$ cat config.mk
export PLATFORM = sky130hd
export DESIGN_NAME = user_seq_capture_flat
export DESIGN_NICKNAME = d
export VERILOG_FILES = /design/src/rtl/hdlgenius_pkg.sv /design/src/rtl/user_seq_capture_if.sv /design/src/rtl/key_debounce.sv /design/src/rtl/user_seq_capture.sv /design/src/flat_wrapper.sv
export SDC_FILE = /design/constraint.sdc
export NUM_CORES = 1
export LEC_CHECK = 0
export CAP_MARGIN = 20
export CELL_PAD_IN_SITES_DETAIL_PLACEMENT = 1
export CELL_PAD_IN_SITES_GLOBAL_PLACEMENT = 1
export CORE_ASPECT_RATIO = 0.75
export CORE_UTILIZATION = 38
export DETAILED_ROUTE_END_ITERATION = 8
export GPL_TIMING_DRIVEN = 0
export PLACE_DENSITY = 0.81
export SLEW_MARGIN = 15
export SYNTH_ARGS = -nofsm -noshare
export SYNTH_HDL_FRONTEND = slang
export SYNTH_SLANG_ARGS = --single-unit
$ cat constraint.sdc
create_clock -name CLOCK_50 -period 3.7 [get_ports CLOCK_50]
set_clock_uncertainty 0.2 [all_clocks]
set_input_delay 1.11 -clock CLOCK_50 [delete_from_list [all_inputs] [get_ports CLOCK_50]]
set_output_delay 1.11 -clock CLOCK_50 [all_outputs]
set_load 0.01 [all_outputs]
$ cat src/rtl/hdlgenius_pkg.sv
// rtl/hdlgenius_pkg.sv - shared FSM encoding, sequence geometry and debounce default
package hdlgenius_pkg;

    localparam int P_SYM_W       = 2;
    localparam int P_MAX_RND     = 16;
    localparam int P_DEB_DEFAULT = 500000;
    localparam int P_CNT_W       = 5;

    typedef enum logic [1:0] {
        ST_IDLE       = 2'd0,
        ST_WAIT_PRESS = 2'd1,
        ST_WAIT_REL   = 2'd2,
        ST_DONE       = 2'd3
    } cap_state_t;

    function automatic logic [P_CNT_W-1:0] clamp_round(input logic [P_CNT_W-1:0] r);
        return (r > P_CNT_W'(P_MAX_RND)) ? P_CNT_W'(P_MAX_RND) : r;
    endfunction

endpackage

$ cat src/rtl/user_seq_capture_if.sv
// rtl/user_seq_capture_if.sv - control/datapath side of the answer-capture block
interface user_seq_capture_if;
    import hdlgenius_pkg::*;

    logic                           E;
    logic [P_CNT_W-1:0]             round;
    logic [P_SYM_W*P_MAX_RND-1:0]   fpga_seq;
    logic [P_SYM_W*P_MAX_RND-1:0]   user_seq;
    logic [P_CNT_W-1:0]             count;
    logic                           key_valid;
    logic                           end_User;
    logic                           match;

    modport master (
        output E, round, fpga_seq,
        input  user_seq, count, key_valid, end_User, match
    );

    modport slave (
        input  E, round, fpga_seq,
        output user_seq, count, key_valid, end_User, match
    );

endinterface

$ cat src/rtl/key_debounce.sv
// rtl/key_debounce.sv - 2-FF synchroniser and counter debounce for one active-low key
module key_debounce #(
    parameter int P_DEB = 4
) (
    input  logic clk,
    input  logic rst,
    input  logic key_n,
    output logic pressed
);

    localparam int CW = $clog2(P_DEB + 1);

    // UNARMED behaves like "pressed" internally but is invisible outside, so a key
    // held through reset must first be seen released before it can register a press.
    typedef enum logic [1:0] {
        DB_UNARMED  = 2'd0,
        DB_RELEASED = 2'd1,
        DB_PRESSED  = 2'd2
    } db_state_t;

    db_state_t      st, st_n;
    logic           sync1, sync2;
    logic [CW-1:0]  cnt, cnt_n;
    logic           differ;

    always_ff @(posedge clk) begin
        if (rst) begin
            sync1 <= 1'b1;
            sync2 <= 1'b1;
            cnt   <= '0;
            st    <= DB_UNARMED;
        end else begin
            sync1 <= key_n;
            sync2 <= sync1;
            cnt   <= cnt_n;
            st    <= st_n;
        end
    end

    always_comb begin
        st_n   = st;
        cnt_n  = '0;
        differ = (st == DB_RELEASED) ? ~sync2 : sync2;
        if (differ) begin
            if (cnt == CW'(P_DEB - 1)) begin
                st_n = (st == DB_RELEASED) ? DB_PRESSED : DB_RELEASED;
            end else begin
                cnt_n = cnt + 1'b1;
            end
        end
    end

    assign pressed = (st == DB_PRESSED);

endmodule

$ cat src/rtl/user_seq_capture.sv
// rtl/user_seq_capture.sv - debounced key capture and compare of the player's sequence
// Optional: EARLY_ABORT_EN ends the answer on the first wrong symbol.
module user_seq_capture
    import hdlgenius_pkg::*;
#(
    parameter int P_KEY = 4,
    parameter int P_DEB = P_DEB_DEFAULT
) (
    input  logic                CLOCK_50,
    input  logic                R,
    input  logic [P_KEY-1:0]    KEY,
    user_seq_capture_if.slave   bus
);

    localparam int IDX_W = $clog2(P_MAX_RND);

    cap_state_t             state, state_n;
    logic [P_KEY-1:0]       pressed, pressed_q, edges;
    logic [P_SYM_W-1:0]     key_idx;
    logic [P_SYM_W-1:0]     sym_q [P_MAX_RND];
    logic [P_CNT_W-1:0]     count_q;
    logic [P_CNT_W-1:0]     round_c;
    logic                   key_valid_q;
    logic                   do_clear, do_accept;
    logic                   all_eq;
`ifdef EARLY_ABORT_EN
    logic                   mismatch_q;
`endif

    for (genvar g = 0; g < P_KEY; g++) begin : g_deb
        key_debounce #(.P_DEB(P_DEB)) u_deb (
            .clk     (CLOCK_50),
            .rst     (R),
            .key_n   (KEY[g]),
            .pressed (pressed[g])
        );
    end

    // Only fresh press edges count, so a key held when E rises is ignored.
    always_ff @(posedge CLOCK_50) begin
        if (R) pressed_q <= '0;
        else   pressed_q <= pressed;
    end

    assign edges   = pressed & ~pressed_q;
    assign round_c = clamp_round(bus.round);

    always_comb begin
        key_idx = '0;
        for (int i = 0; i < P_KEY; i++) begin
            if (pressed[i]) key_idx = P_SYM_W'(i);
        end
    end

    always_comb begin
        all_eq = 1'b1;
        for (int i = 0; i < P_MAX_RND; i++) begin
            if ((P_CNT_W'(i) < round_c) &&
                (sym_q[i] != bus.fpga_seq[i*P_SYM_W +: P_SYM_W])) begin
                all_eq = 1'b0;
            end
        end
    end

    always_ff @(posedge CLOCK_50) begin
        if (R) state <= ST_IDLE;
        else   state <= state_n;
    end

    always_comb begin
        state_n   = state;
        do_clear  = 1'b0;
        do_accept = 1'b0;
        case (state)
            ST_IDLE: begin
                if (bus.E) begin
                    do_clear = 1'b1;
                    state_n  = (round_c == '0) ? ST_DONE : ST_WAIT_PRESS;
                end
            end
            ST_WAIT_PRESS: begin
                if (edges != '0) begin
                    if ($onehot(pressed) && (edges == pressed) && (count_q < round_c)) begin
                        do_accept = 1'b1;
                    end
                    state_n = ST_WAIT_REL;
                end
            end
            ST_WAIT_REL: begin
                if (pressed == '0) begin
                    state_n = (count_q == round_c) ? ST_DONE : ST_WAIT_PRESS;
                end
`ifdef EARLY_ABORT_EN
                if (mismatch_q) state_n = ST_DONE;
`endif
            end
            ST_DONE: begin
                state_n = ST_DONE;
            end
            default: begin
                state_n = ST_IDLE;
            end
        endcase
        if (!bus.E) begin
            state_n   = ST_IDLE;
            do_clear  = 1'b0;
            do_accept = 1'b0;
        end
    end

    always_ff @(posedge CLOCK_50) begin
        if (R) begin
            for (int i = 0; i < P_MAX_RND; i++) sym_q[i] <= '0;
            count_q     <= '0;
            key_valid_q <= 1'b0;
        end else begin
            key_valid_q <= do_accept;
            if (do_clear) begin
                for (int i = 0; i < P_MAX_RND; i++) sym_q[i] <= '0;
                count_q <= '0;
            end else if (do_accept) begin
                sym_q[count_q[IDX_W-1:0]] <= key_idx;
                count_q                   <= count_q + 1'b1;
            end
        end
    end

`ifdef EARLY_ABORT_EN
    always_ff @(posedge CLOCK_50) begin
        if (R || do_clear) begin
            mismatch_q <= 1'b0;
        end else if (do_accept &&
                     (key_idx != bus.fpga_seq[count_q[IDX_W-1:0]*P_SYM_W +: P_SYM_W])) begin
            mismatch_q <= 1'b1;
        end
    end
`endif

    always_comb begin
        for (int i = 0; i < P_MAX_RND; i++) begin
            bus.user_seq[i*P_SYM_W +: P_SYM_W] = sym_q[i];
        end
    end

    assign bus.count     = count_q;
    assign bus.key_valid = key_valid_q;
    assign bus.end_User  = (state == ST_DONE);
    assign bus.match     = (state == ST_DONE) && all_eq;

endmodule
$ cat src/flat_wrapper.sv
// flat-port wrapper written by rule: the top's interface ports become plain ports
module user_seq_capture_flat import hdlgenius_pkg::*;
#(
    parameter int P_KEY = 4,
    parameter int P_DEB = P_DEB_DEFAULT
)
  (CLOCK_50, R, KEY, bus_E, bus_round, bus_fpga_seq, bus_user_seq, bus_count, bus_key_valid, bus_end_User, bus_match);
  user_seq_capture_if bus_i ();
  input  logic CLOCK_50;
  input  logic R;
  input  logic [P_KEY-1:0] KEY;
  input wire logic [$bits(bus_i.E)-1:0] bus_E;
  input wire logic [$bits(bus_i.round)-1:0] bus_round;
  input wire logic [$bits(bus_i.fpga_seq)-1:0] bus_fpga_seq;
  output wire logic [$bits(bus_i.user_seq)-1:0] bus_user_seq;
  output wire logic [$bits(bus_i.count)-1:0] bus_count;
  output wire logic [$bits(bus_i.key_valid)-1:0] bus_key_valid;
  output wire logic [$bits(bus_i.end_User)-1:0] bus_end_User;
  output wire logic [$bits(bus_i.match)-1:0] bus_match;
  assign bus_i.E = bus_E;
  assign bus_i.round = bus_round;
  assign bus_i.fpga_seq = bus_fpga_seq;
  assign bus_user_seq = bus_i.user_seq;
  assign bus_count = bus_i.count;
  assign bus_key_valid = bus_i.key_valid;
  assign bus_end_User = bus_i.end_User;
  assign bus_match = bus_i.match;
  user_seq_capture #(.P_KEY(P_KEY), .P_DEB(P_DEB)) u_core (.CLOCK_50(CLOCK_50), .R(R), .KEY(KEY), .bus(bus_i));
endmodule
==> results of run 1 <==
==> flip-flops by register name, indices dropped and copies added, names as in the netlist <==
name,count
u_core.bus.count,5
u_core.g_deb.u_deb.sync1,4
u_core.g_deb.u_deb.cnt,76
u_core.g_deb.u_deb.st,8
u_core.pressed_q,4
u_core.g_deb.u_deb.sync2,4
u_core.state,2
u_core.sym_q,32
u_core.bus.key_valid,1
==> power groups by stage <==
stage	Clock, W	Sequential, W	Combinational [W]
2_1_floorplan	0	0.00162	0.000115
3_5_place_dp	0	0.00161	0.000251
3_3_place_gp	0	0.00161	0.000245
4_1_cts	0.00185	0.00158	0.000275
6_report	0.00182	0.00158	0.000288
5_1_grt	0.00192	0.00159	0.000313
==> per-layer routing <==
layer,GRT usage (%),vias to the layer above
li1,-,2688
met1,28.0,2747
met2,35.4,94
met3,4.94,21
met4,6.40,0
met5,0,-
==> final timing paths <==
path	start	end	cells after the start
hold / removal	u_core.g_deb[0].u_deb.sync1	u_core.g_deb[0].u_deb.sync2	1
setup reg to reg	u_core.g_deb[3].u_deb.st[0]	u_core.sym_q[14][0]	10
hold reg to reg	u_core.g_deb[0].u_deb.sync1	u_core.g_deb[0].u_deb.sync2	1
setup / recovery	bus_fpga_seq[24]	bus_match	7
==> timing repair <==
item,CTS,global route
buffers inserted,7,2
pin swaps,43,13
gates resized for setup,98,32
endpoints found under the setup margin,64,31
==> through the flow <==
stage	setup slack (ns)	cell area (sq um)	cells	total power (W)
CTS	-0.224	8500	1053	0.00371
global route	-0.319	8570	1055	0.00382
finish	-0.262	8570	1055	0.00370
detailed placement	-1.12	7660	1014	0.00186
floorplan	0.0247	6570	717	0.00173
global placement	-1.13	7660	1014	0.00186
==> cell usage after synthesis (2+ instances only) <==
cell type  instances
nor2_1           150
o21ai_0           18
buf_1              2
edfxtp_1          32
nor3_1            14
ha_1              18
inv_1             26
a21bo_2            3
and4_1             9
a21oi_1           17
nor2b_1            8
nand2_2            4
xor2_1            34
nor4_1             9
or2_2              9
o2111ai_1          4
a211oi_1           5
nand3b_1           4
nor4b_1            3
nand3_1           35
clkbuf_1           7
nand4_1           23
or3_1              5
o31ai_1            2
buf_2              7
nand2_1           38
nand2b_1          10
a31oi_1            3
o22ai_1            2
and2_1             4
a21o_1             3
xnor2_1           71
and3_1            10
dfxtp_1          104
nor3b_1            4
==> cell usage in the layout, fill, tap and decap left out, types with 5 or more instances in the layout <==
master / count
nor4_1: 6
and3_1: 10
nand2_2: 5
or2_2: 8
xor2_1: 32
xnor2_2: 9
o21ai_2: 5
nand3_1: 35
buf_4: 9
xnor2_1: 59
dlygate4sd2_1: 15
a211oi_1: 5
clkdlybuf4s15_1: 6
nor3_1: 13
nand4_1: 23
nor2_1: 148
edfxtp_1: 32
a21oi_1: 15
dfxtp_1: 104
clkdlybuf4s50_1: 51
nor2b_1: 8
o21ai_0: 5
or3_1: 5
buf_2: 11
nand2_1: 37
clkbuf_1: 8
o21ai_1: 9
clkbuf_16: 18
nand2b_1: 10
inv_1: 25
ha_1: 18
and4_1: 9
==> cell families after synthesis <==
family                   share of synthesized area, %
multiplexers                                    0.153
XOR/XNOR                                         14.0
buffers and inverters                            2.54
adder cells (fa/ha/maj)                          3.74
flip-flops                                       46.5
AND/OR/NAND/NOR                                  26.3
AO/OA/AOI/OAI                                    6.78
==> worst max-delay path, delay by kind of cell <==
kind	cells	cell delay, ns
XOR/XNOR	1	0.19
AO/OA/AOI/OAI	2	0.40
AND/OR/NAND/NOR	2	0.67
buffers and inverters	2	0.29
==> layout make-up <==
cell class / instances / area (sq um) / share of cell area, %
multi-input combinational: 539 / 3600 / 42.0
sequential: 136 / 3040 / 35.5
timing repair buffer: 91 / 846 / 9.86
clock buffer: 23 / 499 / 5.82
tap: 215 / 269 / 3.14
clock inverter: 9 / 136 / 1.59
inverter: 26 / 97.6 / 1.14
buffer: 16 / 78.8 / 0.919
==> impl_metrics.yaml, run 1 <==
run_status:
  status: "finished with violations"
  violations: "negative setup slack"
yosys:
  synth-seq-cells: 136
  netlist_area_sq_um: 6550
  synthFlopType: "dfxtp_1"
  synth_nets: 780
  synth_area_leaders: "dfxtp_1 (32%), edfxtp_1 (15%), xnor2_1 (9.5%), nor2_1 (8.6%), xor2_1 (4.5%)"
  yosys_warnings: 0
  synth-edff-count: 32
  synth_top_area_share_pct: 31.8
  avgSynthCellArea_sq_um: 9.14
  yosysSeqAreaShare_pct: 46.5
  async_reset_ff_share_pct: 0
  yosysTopAreaCell: "dfxtp_1"
  syn_inst: 717
  ys_types: 55
floorplanning:
  coreArea_sq_um: 16800
  die-area_sq_um: 17800
  die_w_microns: 154
  rows: 41
  io_pins: 84
  die_y_microns: 116
  initial_utilization_pct: 38.9
power_and_ir_drop:
  pwr-share-clk_pct: 49.3
  p_int_w: 0.00286
  switchingPower_w: 0.000839
  irDropWorstVdd_v: 0.000246
  seqPwrFrac_pct: 42.9
  power_density_nw_per_um2: 431
  leakagePower_nw: 3.08
  sw_frac_of_total_pct: 22.7
  comb_power_share_pct: 7.8
timing:
  final_hold_viol_count: 0
  final_max_slew_viol_count: 0
  fin_ws_ns: -0.262
  holdWs_ns: 0.211
  max_freq_mhz: 252
  tns_ns: -0.262
  tightestPinTransition_ns: 0.802
  setup_viol: 1
  rsz0062_at_grt: "yes"
  min_period_ns: 3.96
  slew_headroom_pct: 46.5
  post-route-period-util_pct: 107
grt:
  antenna_found_initial: 0
  grt-ovfl-total: 0
  grt_max_degree: 17
  grt_pass1_vias: 5691
  grt_first_pass_wirelength_mm: 29.7
  grt_usage_pct: 21.4
route:
  wl_per_cell_microns: 17.2
  drtIter0Drc: 240
  finalWirelength_mm: 18.2
  top_layer_used: "met4"
  dr_wl_met2_mm: 8.56
  met3_length_microns: 609
  drt-met1-wl_mm: 8.75
  via_count: 5550
  viasPerCell: 5.26
  drtPass1Iterations: 4
  ant_nets: 0
  drc: 0
setup_path:
  crit_chain: "buf_2 -> xnor2_2 -> a41oi_2 -> or3b_4 -> a211o_1 -> nor4_4 -> buf_2"
  cp-end-kind: "output port"
  crit_path_max_fanout: 2
  worstSetupPathType: "input pin to output port"
  max_stage_delay_ns: 0.39
  start_kind: "input pin"
  arrival_ns: 2.65
  reg2reg_slack_ns: 0.16
  crit_path_frequent_cell: "buf_2"
  worstPathRequired_ns: 2.39
  slowest_stage: "or3b_4"
final_layout:
  diodes: 0
  final_layout_size_suffix_gt1_share_pct: 13.6
  fillers: 1897
  utilization_pct: 51.0
  synthToLayoutAreaGrowth_pct: 30.9
  nets: 890
placement:
  place_congestion: 0.855
  place_hpwl_mm: 12.4
  io_buffers: 82
clock_network:
  clk_pin_slew_ns: 0.06
  htree_levels: 4
  root_buffer: "clkbuf_16"
  cts_hold_buf: 0
  cts_buffer_depth: 2
  cts_tree: "done"
  clk_latency_ns: 0.43
  cts.sinks: 136
  cts_made_buffers: 17
hold_path:
  hp-class: "flop to flop"
job:
  cap_violations: 0
Power figures use the tool's default switching activity.
==> run 2: changes to the inputs <==
Settings changed: CAP_MARGIN 20 to 25, TNS_END_PERCENT set to 20.
==> impl_metrics.yaml, run 2 (synthesized netlist as in run 1, its figures left out) <==
setup_path:
  slowest_stage: "or3b_4"
  cp-end-kind: "output port"
  crit_path_frequent_cell: "buf_2"
  start_kind: "input pin"
  max_stage_delay_ns: 0.39
  worstPathRequired_ns: 2.39
  arrival_ns: 2.65
  crit_path_max_fanout: 2
  worstSetupPathType: "input pin to output port"
  worst-r2r-cell-count: 10
  crit_chain: "buf_2 -> xnor2_2 -> a41oi_2 -> or3b_4 -> a211o_1 -> nor4_4 -> buf_2"
route:
  drc: 0
  viasPerCell: 5.29
  drtIter0Drc: 272
  finalWirelength_mm: 18.1
  via_count: 5579
  ant_nets: 0
  wl_per_cell_microns: 17.2
  drtPass1Iterations: 4
power_and_ir_drop:
  irDropWorstVdd_v: 0.000247
  leakagePower_nw: 3.08
  power_density_nw_per_um2: 431
  finalPower_w: 0.00369
hold_path:
  hp-class: "flop to flop"
  hold_depth: 1
grt:
  grt_first_pass_wirelength_mm: 29.7
  grt-ovfl-total: 0
  grt_pass1_vias: 5691
  grt_max_degree: 17
  antenna_found_initial: 0
  grt_usage_pct: 21.4
floorplanning:
  io_pins: 84
  rows: 41
  die_y_microns: 116
  die-area_sq_um: 17800
  coreArea_sq_um: 16800
  die_w_microns: 154
  initial_utilization_pct: 38.9
timing:
  min_period_ns: 3.96
  final_hold_viol_count: 0
  post-route-period-util_pct: 107
  tightestPinTransition_ns: 0.730
  holdWs_ns: 0.211
  max_freq_mhz: 253
  rsz0062_at_grt: "yes"
  final_max_slew_viol_count: 0
  slew_headroom_pct: 51.3
  tns_ns: -0.260
  fin_ws_ns: -0.260
  setup_viol: 1
run_status:
  status: "finished with violations"
  violations: "negative setup slack"
clock_network:
  root_buffer: "clkbuf_16"
  cts_tree: "done"
  clk_latency_ns: 0.43
  htree_levels: 4
  clk_pin_slew_ns: 0.06
  cts_made_buffers: 17
  cts.sinks: 136
  cts_buffer_depth: 2
  cts_hold_buf: 0
placement:
  io_buffers: 82
  dp.cells: 1014
  dpl-instance-area_sq_um: 7660
  place_congestion: 0.855
  place_hpwl_mm: 12.4
job:
  cap_violations: 0
final_layout:
  fin_cells: 1055
  final_cell_mix: "nor2_1 (148), dfxtp_1 (104), xnor2_1 (59)"
  largest_reg_flops: 76
  diodes: 0
  largest_register: "u_core.g_deb.u_deb.cnt"
  layout_commonest_cell: "nor2_1"
  final_layout_size_suffix_gt1_share_pct: 13.5
  reg.largest.list: "u_core.g_deb.u_deb.cnt x76, u_core.sym_q x32, u_core.g_deb.u_deb.st x8"
  nets: 890
  synthToLayoutAreaGrowth_pct: 30.9
  design_area_sq_um: 8570
run 2: changes by cell type in the layout (fill, tap and decap cells not counted):
cell / change
o21ai_1: -1
o21ai_2: -1
o21ai_0: +2
run 2: worst paths after layout:
check / from / to / slack [ns]
worst max-delay path: bus_fpga_seq[24] / bus_match / -0.26
worst min-delay path: u_core.g_deb[0].u_deb.sync1 / u_core.g_deb[0].u_deb.sync2 / 0.21
worst max register to register: u_core.g_deb[3].u_deb.st[0] / u_core.sym_q[2][0] / 0.15
worst min register to register: u_core.g_deb[0].u_deb.sync1 / u_core.g_deb[0].u_deb.sync2 / 0.21
run 2: stage by stage:
stage | utilization [%] | setup WS, ns
after floorplan | - | 0.0247
after global placement | 45.5 | -1.13
after detailed placement | 45.5 | -1.12
after CTS | 50.5 | -0.224
after global routing | 50.9 | -0.324
final | 50.9 | -0.260
run 2: what timing repair did:
action	4_1_cts	5_1_grt
buffers inserted	7	2
pin swaps	43	13
gates resized for setup	98	29
setup endpoints to repair	64	31
run 2: routing by layer:
metal | GRT usage [%] | wire length, microns
met5 | 0 | 0
met4 | 6.40 | 261
met3 | 4.94 | 761
met2 | 35.4 | 8520
met1 | 28.0 | 8560
run 2: power by group:
| group | total (W) | internal (W) | switching, W |
|---|---|---|---|
| Sequential | 0.00158 | 0.00155 | 0.0000312 |
| Combinational | 0.000287 | 0.000142 | 0.000145 |
| Clock | 0.00182 | 0.00116 | 0.000662 |
| Total | 0.00369 | 0.00286 | 0.000838 |
run 2: cell type report:
class	count	area [sq um]
inverters	26	97.6
fillers	1893	8260
repair buffers	91	846
multi-input cells	539	3600
clock inverters	9	136
well taps	215	269
clock buffers	23	499
flip-flops and latches	136	3040
plain buffers	16	78.8
run 2: critical path: cells and delay by family:
family	cells	cell delay [ns]
compound gates	2	0.39
xor+xnor	1	0.19
buf+inv	2	0.29
simple gates	2	0.66
==> run 3: changes to the inputs <==
Settings changed: CORE_ASPECT_RATIO 0.75 to 1.2, CORE_UTILIZATION 38 to 46, PLACE_DENSITY 0.81 to 0.91.
Clock period 3.7 ns to 4.7 ns, I/O delays scaled along.
==> impl_metrics.yaml, run 3 (synthesized netlist as in run 1, its figures left out) <==
run_status:
  status: "finished with violations"
  violations: "negative setup slack"
setup_path:
  start_kind: "input pin"
  crit_buf_inv: 2
  crit_chain: "clkdlybuf4s50_1 -> xnor2_1 -> nand4_1 -> nor4_2 -> o22ai_1 -> nor4_2 -> buf_2"
  worstPathRequired_ns: 3.09
  path_delay_family: "simple AND/OR/NAND/NOR gates"
  max_stage_delay_ns: 0.43
  slowest_stage: "clkdlybuf4s50_1"
  cp-end-kind: "output port"
  arrival_ns: 3.10
  crit_path_max_fanout: 1
  crit_path_frequent_cell: "nor4_2"
  worstSetupPathType: "input pin to output port"
route:
  finalWirelength_mm: 21.6
  viasPerCell: 5.95
  via_count: 5992
  drc: 0
  wl_per_cell_microns: 21.5
  drtIter0Drc: 333
  ant_nets: 0
  drtPass1Iterations: 5
placement:
  place_congestion: 0.923
  dpl-instance-area_sq_um: 7580
  pre_cts_ws_ns: -0.745
  place_hpwl_mm: 13.3
  io_buffers: 82
timing:
  min_period_ns: 4.71
  tightestPinTransition_ns: 0.812
  max_freq_mhz: 212
  slew_headroom_pct: 45.3
  final_hold_viol_count: 0
  final_max_slew_viol_count: 0
  tns_ns: -0.0134
  post-route-period-util_pct: 100
  fin_ws_ns: -0.0134
  setup_viol: 1
final_layout:
  final_cell_mix: "nor2_1 (149), dfxtp_1 (104), clkdlybuf4s50_1 (64)"
  synthToLayoutAreaGrowth_pct: 28.0
  layout_commonest_cell: "nor2_1"
  utilization_pct: 60.7
  nets: 886
  design_area_sq_um: 8380
  largest_reg_flops: 76
  diodes: 0
  multi_input_area_sq_um: 3530
  regArea_sq_um: 3040
  final_layout_size_suffix_gt1_share_pct: 11.4
  fillers: 1516
  reg.largest.list: "u_core.g_deb.u_deb.cnt x76, u_core.sym_q x32, u_core.g_deb.u_deb.st x8"
  largest_register: "u_core.g_deb.u_deb.cnt"
clock_network:
  htree_levels: 4
  root_buffer: "clkbuf_16"
  cts.sinks: 136
  clk_pin_slew_ns: 0.06
  clk_latency_ns: 0.42
  cts_made_buffers: 17
  cts_tree: "done"
  cts_buffer_depth: 2
floorplanning:
  die-area_sq_um: 14700
  die_w_microns: 111
  io_pins: 84
  coreArea_sq_um: 13800
  rows: 47
  initial_utilization_pct: 47.4
  die_y_microns: 133
grt:
  use_met1_pct: 29.8
  antenna_found_initial: 0
  grt_pass1_vias: 6409
  grt-ovfl-total: 0
  grt.met3_usage_pct: 6.14
  grt_first_pass_wirelength_mm: 33.0
  grt_usage_pct: 28.5
  grt_max_degree: 17
  grt_busiest_layer: "met2"
  grt_util_met2_pct: 52.9
hold_path:
  hp-class: "flop to flop"
job:
  cap_violations: 0
power_and_ir_drop:
  finalPower_w: 0.00281
  leakagePower_nw: 3.04
  power_density_nw_per_um2: 335
  irDropWorstVdd_v: 0.000191
run 3: through the flow:
stage               instances  hold WS [ns]
floorplan                 717         0.189
global placement          970         0.197
detailed placement        970         0.199
CTS                      1003         0.221
global route             1007         0.242
finish                   1007         0.220
run 3: per-layer routing:
metal,routed length [microns],vias up
met4,1070,0
met5,0,-
met1,7920,2912
li1,-,2684
met3,1150,98
met2,11500,298
run 3: what timing repair did:
| item | CTS | global route |
|---|---|---|
| setup endpoints to repair | 1 | 1 |
| buffers inserted | 1 | 5 |
| hold buffers | 0 | 0 |
| pin swaps | 9 | 26 |
| gates resized for setup | 28 | 39 |
run 3: final cells by class:
class                           count  area share (%)
Multi-Input combinational cell    539            42.1
Sequential cell                   136            36.3
Timing Repair Buffer               87            10.1
Clock buffer                       19            5.42
Tap cell                          171            2.55
Clock inverter                     13            1.54
Inverter                           26            1.16
Buffer                             16           0.836
run 3: final timing paths:
path                                     from                           to  slack (ns)  cells after the start
setup / recovery             bus_fpga_seq[31]                    bus_match       -0.01                      7
hold / removal    u_core.g_deb[1].u_deb.sync1  u_core.g_deb[1].u_deb.sync2        0.22                      1
setup reg to reg  u_core.g_deb[1].u_deb.st[0]          u_core.sym_q[12][1]        0.59                      9
hold reg to reg   u_core.g_deb[1].u_deb.sync1  u_core.g_deb[1].u_deb.sync2        0.22                      1
run 3: power by group:
group          internal [W]  total, W  switching (W)
registers           0.00122   0.00125      0.0000262
logic              0.000110  0.000228       0.000118
clock network      0.000806   0.00133       0.000523
total               0.00214   0.00281       0.000667
